<file path="src/rtl/gray_capture_pkg.sv">
// Shared definitions for the Gray-code capture path: bus width, debounce default, FSM encoding.
package gray_capture_pkg;

   localparam int unsigned GRAY_WIDTH              = 4;
   localparam int unsigned DEFAULT_DEBOUNCE_CYCLES = 500000;

   typedef enum logic {
      S_STABLE = 1'b0,
      S_SETTLE = 1'b1
   } state_t;

endpackage : gray_capture_pkg

</file>
<file path="src/rtl/sync_2ff.sv">
// Two-flop synchroniser for asynchronous level inputs; output lags input by two clocks.
module sync_2ff #(
   parameter int unsigned WIDTH = 1
) (
   input  logic             clk,
   input  logic             rst_n,
   input  logic [WIDTH-1:0] d,
   output logic [WIDTH-1:0] q
);

   logic [WIDTH-1:0] meta;

   always_ff @(posedge clk or negedge rst_n) begin
      if (!rst_n) begin
         meta <= '0;
         q    <= '0;
      end else begin
         meta <= d;
         q    <= meta;
      end
   end

endmodule : sync_2ff

</file>
<file path="src/rtl/gray_switch_capture.sv">
// Synchronise, debounce and commit a raw Gray bus as one word, with a change strobe.
// Optional GRAY_STEP_CHECK_EN flags commits that move more than one bit.
module gray_switch_capture
   import gray_capture_pkg::*;
#(
   parameter int unsigned WIDTH           = GRAY_WIDTH,
   parameter int unsigned DEBOUNCE_CYCLES = DEFAULT_DEBOUNCE_CYCLES
) (
   input  logic             clk,
   input  logic             rst_n,
   input  logic [WIDTH-1:0] a_raw,
   output logic [WIDTH-1:0] gray_q,
   output logic             gray_valid,
   output logic             busy,
   output logic             step_err
);

   localparam int unsigned CNT_W = (DEBOUNCE_CYCLES > 2) ? $clog2(DEBOUNCE_CYCLES) : 1;
   localparam logic [CNT_W-1:0] CNT_LAST = CNT_W'(DEBOUNCE_CYCLES - 1);

   logic [WIDTH-1:0] sync_q;
   logic [WIDTH-1:0] cand;
   logic [CNT_W-1:0] cnt;
   state_t           state;
   logic             commit_c;

   sync_2ff #(.WIDTH(WIDTH)) u_sync (
      .clk   (clk),
      .rst_n (rst_n),
      .d     (a_raw),
      .q     (sync_q)
   );

   // Candidate held for the full window and differs from the committed word
   assign commit_c = (state == S_SETTLE) && (sync_q == cand) &&
                     (cnt == CNT_LAST) && (cand != gray_q);

   always_ff @(posedge clk or negedge rst_n) begin
      if (!rst_n) begin
         state      <= S_STABLE;
         cand       <= '0;
         cnt        <= '0;
         gray_q     <= '0;
         gray_valid <= 1'b0;
         busy       <= 1'b0;
      end else begin
         gray_valid <= 1'b0;
         case (state)
            S_STABLE: begin
               if (sync_q != gray_q) begin
                  state <= S_SETTLE;
                  cand  <= sync_q;
                  cnt   <= '0;
                  busy  <= 1'b1;
               end
            end
            S_SETTLE: begin
               if (sync_q != cand) begin
                  cand <= sync_q;
                  cnt  <= '0;
               end else if (cnt == CNT_LAST) begin
                  // A glitch that settled back onto gray_q ends here silently
                  if (commit_c) begin
                     gray_q     <= cand;
                     gray_valid <= 1'b1;
                  end
                  state <= S_STABLE;
                  busy  <= 1'b0;
               end else begin
                  cnt <= cnt + CNT_W'(1);
               end
            end
            default: begin
               state <= S_STABLE;
               busy  <= 1'b0;
            end
         endcase
      end
   end

`ifdef GRAY_STEP_CHECK_EN
   localparam int unsigned ONES_W = $clog2(WIDTH + 1);

   logic [ONES_W-1:0] step_ones_c;
   logic              step_err_q;

   // Number of bits that change between the committed word and the candidate
   always_comb begin
      step_ones_c = '0;
      for (int i = 0; i < int'(WIDTH); i++) begin
         step_ones_c = step_ones_c + ONES_W'(cand[i] ^ gray_q[i]);
      end
   end

   always_ff @(posedge clk or negedge rst_n) begin
      if (!rst_n) begin
         step_err_q <= 1'b0;
      end else begin
         step_err_q <= commit_c && (step_ones_c > ONES_W'(1));
      end
   end

   assign step_err = step_err_q;
`else
   assign step_err = 1'b0;
`endif

endmodule : gray_switch_capture

</file>
<file path="config.mk">
export PLATFORM = sky130hd
export DESIGN_NAME = gray_switch_capture
export DESIGN_NICKNAME = d
export VERILOG_FILES = /design/src/rtl/gray_capture_pkg.sv /design/src/rtl/sync_2ff.sv /design/src/rtl/gray_switch_capture.sv
export SDC_FILE = /design/constraint.sdc
export NUM_CORES = 1
export LEC_CHECK = 0
export BUFFER_PORTS_ARGS = -buffer_cell sky130_fd_sc_hd__clkbuf_2
export CAP_MARGIN = 20
export CORE_UTILIZATION = 35
export CTS_BUF_LIST = sky130_fd_sc_hd__clkbuf_2 sky130_fd_sc_hd__clkbuf_4 sky130_fd_sc_hd__clkbuf_8
export DETAILED_ROUTE_END_ITERATION = 6
export GPL_ROUTABILITY_DRIVEN = 0
export HOLD_SLACK_MARGIN = 0.08
export PLACE_DENSITY = 0.54
export SLEW_MARGIN = 30
export SYNTH_ARGS = -nofsm -noshare
export SYNTH_HDL_FRONTEND = slang
export SYNTH_SLANG_ARGS = --single-unit
</file>
<file path="constraint.sdc">
create_clock -name clk -period 2.3 [get_ports clk]
set_clock_uncertainty 0.2 [all_clocks]
set_input_delay 0.115 -clock clk [delete_from_list [all_inputs] [get_ports clk]]
set_output_delay 0.115 -clock clk [all_outputs]
set_load 0.005 [all_outputs]
</file>
==> summary.md <==
| Metric | Value |
|---|---|
| Synth cell types | between 40 and 50 |
| Initial antenna violation count | 0 |
| DR iter-0 viols | 57 |
| Initial Util | 0.364 |
| Worst-margin pin slew | 0.514 ns |
| Die Area | 5640 sq um |
| Share of cells above drive strength 1 | 0.262 |
| Remaining Overflow, GRT | 0 |
| I/O Pins | 13 |
| Site Rows | 26 |
| Placed cell areas | around 2100 sq um |
| Peak VDD IR | ~0.00036 V |
| Net count after synthesis | 186 |
| GRT Max-Usage Layer | met2 |
| Crit path arrival time | roughly 2.4 ns |
| Met3 Resource Use GR | 0.0402 |
| Routed wire length | ~4300 um |
| DR DRC count | 0 |
| # port buffers | 11 |
| Prevailing post-synth register cell | dfrtp_1 |
| Place WS | -0.118 ns |
| Hold Fails Final Rpt | 0 |
| Area growth syn-to-layout | 21.7% |
| Max FO, Critical Path | 5 |
| Core Area | ~5000 sq um |
| Bufs on Longest Clock Path | 2 |
| Vias in the first global route | approximately 1,500 |
| Fill cell count | 520 |
| Hold_ws | about 0.15 ns |
| Sequential cell area | about 950 sq um |
| Final Cell Area | around 2300 sq um |
| Power per cell area | 540 nW/um^2 |
| Final TNS setup | -0.272 ns |
| ANT cells | 0 |
| Crit share post-route | 1.03 |
| Post-synthesis sequential area ratio | 0.508 |
| Via Count | between 1,500 and 2,000 |
| Wire per inst | around 15 um |
| Slew margin rel. | 0.656 |
| Synth warn | 0 |
| CTS Buf Count | 5 |
| Worst setup margin | -0.0762 ns |
| Area contributors post-synth | dfrtp_1, xnor2_1, mux2_2, nand2_1, o21ai_0 |
| Synth area leader | dfrtp_1 |
| CTS tree | done |
| Status | complete, but fails checks |
| Met2 global-route usage | 0.283 |
| Number of synthesized flops with an enable pin | 0 |
| Startpoint Class | register |
| Unrepaired setup endpoints after global routing | true |
| Met1 usage | 0.228 |
| Horiz. Die Dim | ~75 um |
| Worst Path Required | between 2 and 2.5 ns |
| MaxCap Viol Count | 0 |
| Synth Instances | 179 |
| Htree depth | 2 |
| Multi-input logic area | approximately 860 sq um |
| Failing checks | negative setup slack |
| Fmax | around 0.42 GHz |
| Crit Path Category | register to register |
| Critical Path End Type | register |
| Yosys reg bits | 38 |
| DPL Wire Length | between 2000 and 3000 um |
| Share of the synthesized area in the top cell type | 0.508 |
| Min Clock Period, post-route | around 2.4 ns |
| Antenna viol nets, final | 0 |
| Mean post-synth cell area | 10.4 sq um |
| Overall global routing resource usage | 0.177 |
| Slew Viols, Final | 0 |
| Die Y-Extent | between 70 and 80 um |
| First-pass GRT wire length | 7160 um |
| Largest net degree at the start of global routing | 39 |
| Root Buffer | clkbuf_8 |
| Sinks on Clock Net | 38 |
| Mapped cell area | between 1500 and 2000 sq um |
| Nets | roughly 220 |
| Type of the worst min-delay path | register to register |
| Clock-pin slew of the registers on the worst-case setup and hold paths | 0.08 ns |
| Setup violations, final | 5 |
| DRT Pass-1 Iters | 4 |
| Asr flop ratio synth | 1.00 |
| P_leak | roughly 0.00094 uW |
| Fin util | 0.443 |
| Clock Latency Late Sink | slightly below 0.3 ns |
| Via/cell ratio | 5.30 |
[cells in the mapped netlist, types with 2 or more instances]
master / count
nand3_1: 9
nand2b_1: 2
o21ai_0: 11
o31ai_1: 2
a31oi_1: 2
nor2_1: 6
nand2_1: 17
nor4_1: 3
inv_1: 7
xnor2_1: 13
nor3_1: 2
or3_1: 4
o211ai_1: 3
mux2_2: 6
nand4_1: 7
dfrtp_1: 38
and4_1: 2
clkbuf_1: 7
o22ai_1: 3
mux2_4: 2
a21oi_1: 8
a41oi_1: 2
or4_1: 2
o41ai_1: 2
or2_2: 2
o311ai_0: 2
[timing repair]
action | in CTS | in global routing
hold buffers | 5 | 0
resized for setup | 5 | 4
gates cloned | 1 | 0
pin swaps | 0 | 1
setup endpoints to repair | 9 | 9
buffers inserted | 2 | 0
hold endpoints to repair | 42 | 0
[routing by layer]
layer  vias to the layer above  part of all wire
li1                        732                 -
met1                       737              0.47
met2                        27              0.48
met3                         9             0.030
met4                         0             0.023
met5                         -                 0
[worst paths after layout]
kind,depth (start not counted),startpoint,slack [ns],end
max reg2reg,5,cnt[12]$_DFFE_PN0P_,-0.08,gray_q[3]$_DFFE_PN0P_
max in group asynchronous,3,rst_n,1.34,u_sync.meta[3]$_DFF_PN0_
min reg2reg,0,u_sync.meta[2]$_DFF_PN0_,0.15,u_sync.q[2]$_DFF_PN0_
min,0,u_sync.meta[2]$_DFF_PN0_,0.15,u_sync.q[2]$_DFF_PN0_
max,5,cnt[12]$_DFFE_PN0P_,-0.08,gray_q[3]$_DFFE_PN0P_
min in group asynchronous,3,rst_n,0.21,cnt[12]$_DFFE_PN0P_
[metrics by stage]
step / power (uW) / instances
after floorplan: 743 / 179
after global placement: 781 / 269
after detailed placement: 783 / 269
after CTS: 1240 / 284
after global routing: 1280 / 284
final: 1230 / 284
[power breakdown]
part | internal, uW | switching (uW) | total (uW)
Combinational | 39.1 | 44.6 | 83.7
Clock | 232 | 222 | 454
Sequential | 681 | 11.6 | 692
[state kept, by name (all words and copies together), names as in the netlist]
name	flops
cnt	19
cand	4
gray_q	4
u_sync.meta	4
u_sync.q	4
busy	1
gray_valid	1
state	1
[cell type report]
cell class | count | share of cell area
inverter | 7 | 0.0115
clock buffer | 7 | 0.0368
tap | 70 | 0.0385
timing repair buffer | 37 | 0.118
sequential | 38 | 0.418
multi-input combinational | 125 | 0.378
[cell usage in the layout (no fill, tap or decap), types with 3 or more instances in the layout]
cell type / instances
clkbuf_2: 11
buf_4: 18
nand3_1: 9
o21ai_0: 9
nand2_1: 17
dfrtp_1: 38
or3_1: 4
clkbuf_8: 5
mux2_2: 4
xnor2_1: 13
nor2_1: 6
o211ai_1: 3
dlygate4sd3_1: 5
a21oi_1: 8
o22ai_1: 3
nor4_1: 3
mux2_4: 4
nand4_1: 7
inv_1: 7
[critical path, stage by stage, from the launching register on]
cell	delay (ns)
dfrtp_1	0.39
or4b_4	0.55
or4_4	0.44
nor4_4	0.18
buf_6	0.18
mux2_4	0.30
[cells by family after synthesis]
family,synth area share
AO/OA/AOI/OAI,0.144
other,0.00200
adder cells (fa/ha/maj),0.00669
multiplexers,0.0522
XOR/XNOR,0.0609
AND/OR/NAND/NOR,0.188
flip-flops,0.508
buffers and inverters,0.0381
No activity file was read; power rests on OpenSTA's default activity.
